## src/rtl/rd_burst_arb.sv

```systemverilog
`default_nettype none
// ============================================================================
//  Module   : rd_burst_arb
//  Purpose  : Two-requester round-robin burst arbiter on the read side of an
//             asynchronous FIFO. It grants one requester at a time, pops
//             len+1 words through rinc and returns each word on dout with a
//             one-hot dvalid. It pulses done at the end of each burst.
//  Revision : 1.0 - initial release
// ============================================================================
module rd_burst_arb #(
    parameter int DATA_SIZE = 8,
    parameter int LEN_W     = 4
) (
    input  logic                 rclk,
    input  logic                 rrst_n,
    input  logic                 rempty,
    input  logic [DATA_SIZE-1:0] rdata,
    output logic                 rinc,
    input  logic [1:0]           req,
    input  logic [LEN_W-1:0]     len0,
    input  logic [LEN_W-1:0]     len1,
    output logic [1:0]           gnt,
    output logic [DATA_SIZE-1:0] dout,
    output logic [1:0]           dvalid,
    output logic [1:0]           done
);

    localparam logic [1:0] S_IDLE = 2'd0;
    localparam logic [1:0] S_XFER = 2'd1;
    localparam logic [1:0] S_DONE = 2'd2;

    localparam logic [LEN_W-1:0] C_CNT_ONE = {{(LEN_W-1){1'b0}}, 1'b1};

    logic [1:0]       r_state;
    logic [1:0]       w_state_nxt;
    logic             r_owner;      // requester holding the current burst
    logic             r_last;       // requester granted most recently
    logic [LEN_W-1:0] r_len_q;      // burst length minus one, captured at grant
    logic [LEN_W-1:0] r_cnt;        // words popped in the current burst

    logic             w_win;
    logic             w_owner_req;
    logic [1:0]       w_owner_oh;
    logic             w_last_word;

    // On a tie the requester not granted last wins; otherwise the lone requester wins.
    assign w_win       = (req == 2'b11) ? ~r_last : req[1];
    assign w_owner_req = req[r_owner];
    assign w_owner_oh  = r_owner ? 2'b10 : 2'b01;
    // The counter wraps naturally, so a len of all-ones ends on the 2^LEN_W-th word.
    assign w_last_word = rinc & (r_cnt == r_len_q);

    // State register with asynchronous reset.
    always_ff @(posedge rclk or negedge rrst_n) begin
        if (!rrst_n) begin
            r_state <= S_IDLE;
        end else begin
            r_state <= w_state_nxt;
        end
    end

    // Next-state decode. The burst ends on the last word or when the owner lets go.
    always_comb begin
        w_state_nxt = r_state;
        case (r_state)
            S_IDLE:  if (req != 2'b00) w_state_nxt = S_XFER;
            S_XFER:  if (w_last_word || !w_owner_req) w_state_nxt = S_DONE;
            S_DONE:  w_state_nxt = S_IDLE;
            default: w_state_nxt = S_IDLE;
        endcase
    end

    // Pop strobe. It is combinational so that an empty FIFO or a withdrawn request stalls at once.
    always_comb begin
        rinc = (r_state == S_XFER) & ~rempty & w_owner_req;
    end

    // Grant, burst bookkeeping, data return and done pulse.
    always_ff @(posedge rclk or negedge rrst_n) begin
        if (!rrst_n) begin
            gnt     <= 2'b00;
            dvalid  <= 2'b00;
            done    <= 2'b00;
            dout    <= '0;
            r_cnt   <= '0;
            r_len_q <= '0;
            r_owner <= 1'b0;
            r_last  <= 1'b1;
        end else begin
            dvalid <= rinc ? w_owner_oh : 2'b00;
            done   <= 2'b00;
            if (rinc) begin
                dout  <= rdata;
                r_cnt <= r_cnt + C_CNT_ONE;
            end
            case (r_state)
                S_IDLE: begin
                    if (req != 2'b00) begin
                        r_owner <= w_win;
                        r_len_q <= w_win ? len1 : len0;
                        r_cnt   <= '0;
                        gnt     <= w_win ? 2'b10 : 2'b01;
                    end
                end
                S_XFER: begin
                    if (w_state_nxt == S_DONE) begin
                        gnt  <= 2'b00;
                        done <= w_owner_oh;
                    end
                end
                S_DONE: begin
                    r_last <= r_owner;
                end
                default: begin
                end
            endcase
        end
    end

endmodule
`default_nettype wire

```

## config.mk

```make
export PLATFORM = sky130hd
export DESIGN_NAME = rd_burst_arb
export DESIGN_NICKNAME = d
export VERILOG_FILES = /design/src/rtl/rd_burst_arb.sv
export SDC_FILE = /design/constraint.sdc
export NUM_CORES = 1
export LEC_CHECK = 0
export CAP_MARGIN = 15
export CORE_AREA = 2 2 52 54
export CTS_BUF_LIST = sky130_fd_sc_hd__clkbuf_16
export DETAILED_ROUTE_END_ITERATION = 8
export DIE_AREA = 0 0 54 56
export HOLD_SLACK_MARGIN = 0.15
export PLACE_DENSITY = 0.8
export SLEW_MARGIN = 20
export SYNTH_ARGS = -nofsm -noshare
export SYNTH_HDL_FRONTEND = slang
export SYNTH_SLANG_ARGS = --single-unit
```

## constraint.sdc

```tcl
create_clock -name rclk -period 2.86 [get_ports rclk]
set_input_delay 0.715 -clock rclk [delete_from_list [all_inputs] [get_ports rclk]]
set_output_delay 0.715 -clock rclk [all_outputs]
set_load 0.02 [all_outputs]
```

# Word level (Yosys, flattened, before mapping)
# Cells that the tools add are included.
# Widths: inputs -> output; s select.
# word_totals
input_bits,21
out_inout_bits,15
wordCells,48
register_bits,26
# classes
n_eq_ne,7
add_sub_neg,1
bitwise_logic,5
muxes,18
n_reduce_logical,7
order_cmp,1
# ops
operator,n
$mux 2,9
$mux 4,4
$pmux 2 s2,2
$eq 2x2->1 const B,3
$add 4x1->4 const B,1
$eq 4x4->1,1
$reduce_bool 2->1,2
$and 1x1->1,3
$mux 1,3
$reduce_and 3->1,1
$eq 2x1->1 const B,1
$logic_not 2->1,1
$lt 1x2->1 const B,1
$ne 2x1->1 const B,1
$ne 2x2->1 const B,1
$not 1->1,2
$reduce_and 2->1,1
$logic_not 1->1,1
$logic_or 1x1->1,1

# Depth between registers and ports, before layout
# logic_depth
word_depth,10
mapped_depth,6
mapped_depth_nobuf,5

# Worst setup path before layout
# OpenSTA, ideal clock, no wires.
# synth_path
path_type,input port to output port
from,in req[1]
to,out rinc
slack_ns,0.646
cell_stages,4
required_time_ns,2.145
path_buffers,1
t_arrival_ns,1.499
cell_sequence,mux2i_1 > or3_4 > inv_1 > buf_4
# synth_via
elab_chain_len,3
# synth_rtl
item,line_no,rtl
from (decl),19,"input logic [1:0] req,"
$mux 1 (not written as such) (2 in series),48,assign w_owner_req = req[r_owner];
$and 1x1->1,75,rinc = (r_state == S_XFER) & ~rempty & w_owner_req;
to (decl),18,"output logic rinc,"
# Every way passes these cells. The select of a mux whose other input is x is not followed.

# Final worst setup path
# layout_path
from,in req[0]
to,out rinc
# Same word-level chain as after synthesis.

==> flow_metrics.py <==
metrics = {
    "status": {
        "status": "finished clean",
    },
    "sta": {
        "hold_viol_final": 0,
        "worst-slew-pin-transition_ns": 0.550,
        "max_freq_ghz": 0.374,
        "finalWorstSetupSlack_ns": 0.190,
        "drv_slew": 0,
        "slew_headroom_pct": 63.2,
        "rsz0062_at_grt": "false",
        "setup_viol": 0,
        "skew_ns": 0.00296,
        "timing.final.crit_period_ns": 2.67,
        "post-route-period-util_pct": 93.4,
        "holdWs_ns": 0.477,
    },
    "synth": {
        "yosys_warnings": 0,
        "synth_flop_cell": "dfrtp_1",
        "synthSimpleGateAreaFrac_pct": 18.4,
        "synth_mux_area_share_pct": 1.76,
        "synth.distinct_cells": 29,
        "synth_enable_flop_cells": 0,
        "syn-num-nets": 136,
        "netlist_instances": 114,
        "synth_compound_area_share_pct": 14.0,
        "synthAdderAreaFrac_pct": 1.10,
        "synth.yosys.seq_area_share_pct": 57.3,
        "synth_area_leaders": "dfrtp_1 55%, nand2_1 9.9%, a222oi_1 3.5%",
        "synth_top_family_by_area": "simple AND/OR/NAND/NOR gates",
        "syn_area_per_cell_um2": 9.98,
        "synth_area_um2": 1140,
        "synth_top_area_share_pct": 55.0,
        "async_flop_share_pct": 100,
        "synth-seq-cells": 26,
        "synth_xor_area_share_pct": 3.85,
        "yosysTopAreaCell": "dfrtp_1",
    },
    "cells_and_area": {
        "mostFrequentLayoutCell": "clkdlybuf4s50_1",
        "fillCellCount": 196,
        "diodes": 0,
        "syn_to_final_growth_pct": 43.6,
        "layout_common_cells": "34 x clkdlybuf4s50_1, 30 x nand2_1, 25 x dfrtp_1",
        "design_area_um2": 1630,
        "layout-drive-gt1-share_pct": 7.64,
        "nets": 180,
    },
    "clock_network": {
        "cts_tree": "yes",
        "insertion_delay_ns": 0.26,
        "htreeDepth": 1,
        "clock_path_buffers": 2,
        "root_buffer": "clkbuf_16",
        "clk_pin_slew_ns": 0.06,
        "numCtsBuffers": 3,
        "cts_sinks": 26,
        "post_cts_buffers": 0,
    },
    "grt": {
        "antenna_found_initial": 0,
        "grt_max_degree": 15,
        "grt_pass1_wl_um": 4210,
        "gr-usage-all-layers_pct": 19.1,
        "overflow": 0,
        "first_global_vias": 913,
    },
    "setup_path": {
        "cp.arrival_ns": 1.96,
        "critPathLaunch": "req[0]",
        "ff2ff_setup_slack_ns": 1.08,
        "path_class": "in2out",
        "r2r_cells": 5,
        "end_kind": "output port",
        "startpoint_type": "input port",
        "crit_end": "rinc",
        "cp.required_ns": 2.14,
        "timing.rr.start": "r_state[1]$_DFF_PN0_",
        "critPathMaxFanout": 2,
        "timing.rr.end": "r_cnt[3]$_DFF_PN0_",
    },
    "die": {
        "die_w_um": 54,
        "start_util_pct": 46.8,
        "rows": 18,
        "pin_count": 36,
        "design.core.area_um2": 2430,
        "die_h_um": 56,
        "die-area_um2": 3020,
    },
    "power_and_ir_drop": {
        "p_leak_nw": 0.790,
        "ir_worst_vdd_mv": 0.528,
        "finalPower_mw": 1.63,
        "power.density_nw_per_um2": 999,
    },
    "routing": {
        "route.met2.wl_um": 1280,
        "antenna_left": 0,
        "routedWlPerCell_um": 13.3,
        "first_pass_iters": 4,
        "wl_met1_um": 1030,
        "drt_iter0_drc": 30,
        "num_vias": 947,
        "remaining_drc_errors": 0,
        "viasPerCell": 5.06,
        "routed_wl_um": 2480,
        "dr_wl_met3_um": 112,
        "maxUsedRoutingLayer": "met4",
    },
    "placement": {
        "hpwlAfterDp_um": 1910,
        "port-buffer-count": 35,
        "place_ws_ns": -0.230,
        "place.gp.congestion": 0.949,
        "place_area_um2": 1560,
    },
    "hold_path": {
        "hold_path_class": "reg2reg",
    },
    "flow_run": {
        "maxCapViolCount": 0,
    },
}
==> Yosys cell counts (3+ instances only) <==
master    count
a21oi_1       3
a222oi_1      4
dfrtp_1      25
inv_1         8
nand2_1      30
nor2_1        7
o21a_1        3
o21ai_0       3
o31ai_1       3
xor2_1        4
==> report_power, final <==
part | switching (mW) | internal (mW)
logic | 0.366 | 0.332
clock network | 0.119 | 0.187
registers | 0.113 | 0.515
==> how the worst min path moves through the flow <==
stage                   startpoint             endpoint  cells after the start
2_1_floorplan               rrst_n    done[0]$_DFF_PN0_                      0
3_3_place_gp   dout[4]$_DFFE_PN0P_  dout[4]$_DFFE_PN0P_                      2
3_5_place_dp   dout[0]$_DFFE_PN0P_  dout[0]$_DFFE_PN0P_                      2
4_1_cts        dout[2]$_DFFE_PN0P_  dout[2]$_DFFE_PN0P_                      2
5_1_grt        dout[2]$_DFFE_PN0P_  dout[2]$_DFFE_PN0P_                      2
6_report       dout[2]$_DFFE_PN0P_  dout[2]$_DFFE_PN0P_                      2
==> final cells by class <==
cell class | count | area, um^2 | area share (%)
Sequential cell | 26 | 652 | 39.9
Tap cell | 30 | 37.5 | 2.30
Multi-Input combinational cell | 78 | 444 | 27.2
Timing Repair Buffer | 41 | 390 | 23.9
Clock inverter | 1 | 3.75 | 0.230
Clock buffer | 3 | 75.1 | 4.60
Inverter | 8 | 30.0 | 1.84
==> through the flow <==
step           utilization [%]  TNS, ns  cells
5_1_grt                   67.1        0    187
6_report                  67.1        0    187
3_5_place_dp              64.1   -0.230    183
4_1_cts                   67.3        0    187
3_3_place_gp              64.1   -0.192    183
2_1_floorplan                -        0    114
==> cells by family (layout without fill, tap and decap cells) <==
kind of cell,after synthesis,count (layout)
and+or+nand+nor,48,48
xor gates and xnor gates,5,5
AOI/OAI and AO/OA,22,22
buffers and inverters,10,53
DFF,26,26
muxes,2,2
adders and majority gates,1,1
==> repair_timing <==
item                                    in CTS  in global routing
hold buffers                                 0                  0
pin swaps                                    0                  0
endpoints found under the setup margin       1                  1
resized for setup                            1                  2
==> flip-flops by register name, summed over array words and instances (netlist names), 2 cells and up <==
signal and cells:
done 2, dout 8, dvalid 2, gnt 2, r_cnt 4, r_len_q 4
r_state 2
==> critical path, stage by stage <==
cell and delay [ns]:
clkdlybuf4s50_1 0.50, mux2i_1 0.11, or3_4 0.38, inv_1 0.08, clkbuf_2 0.16
==> metal layers <==
layer  up-vias  GRT usage [%]
met3         5           3.23
met4         0           8.57
met2        25           31.0
met5         -              0
li1        473              -
met1       444           24.3
Note: power is estimated with default switching activity, not from simulation.
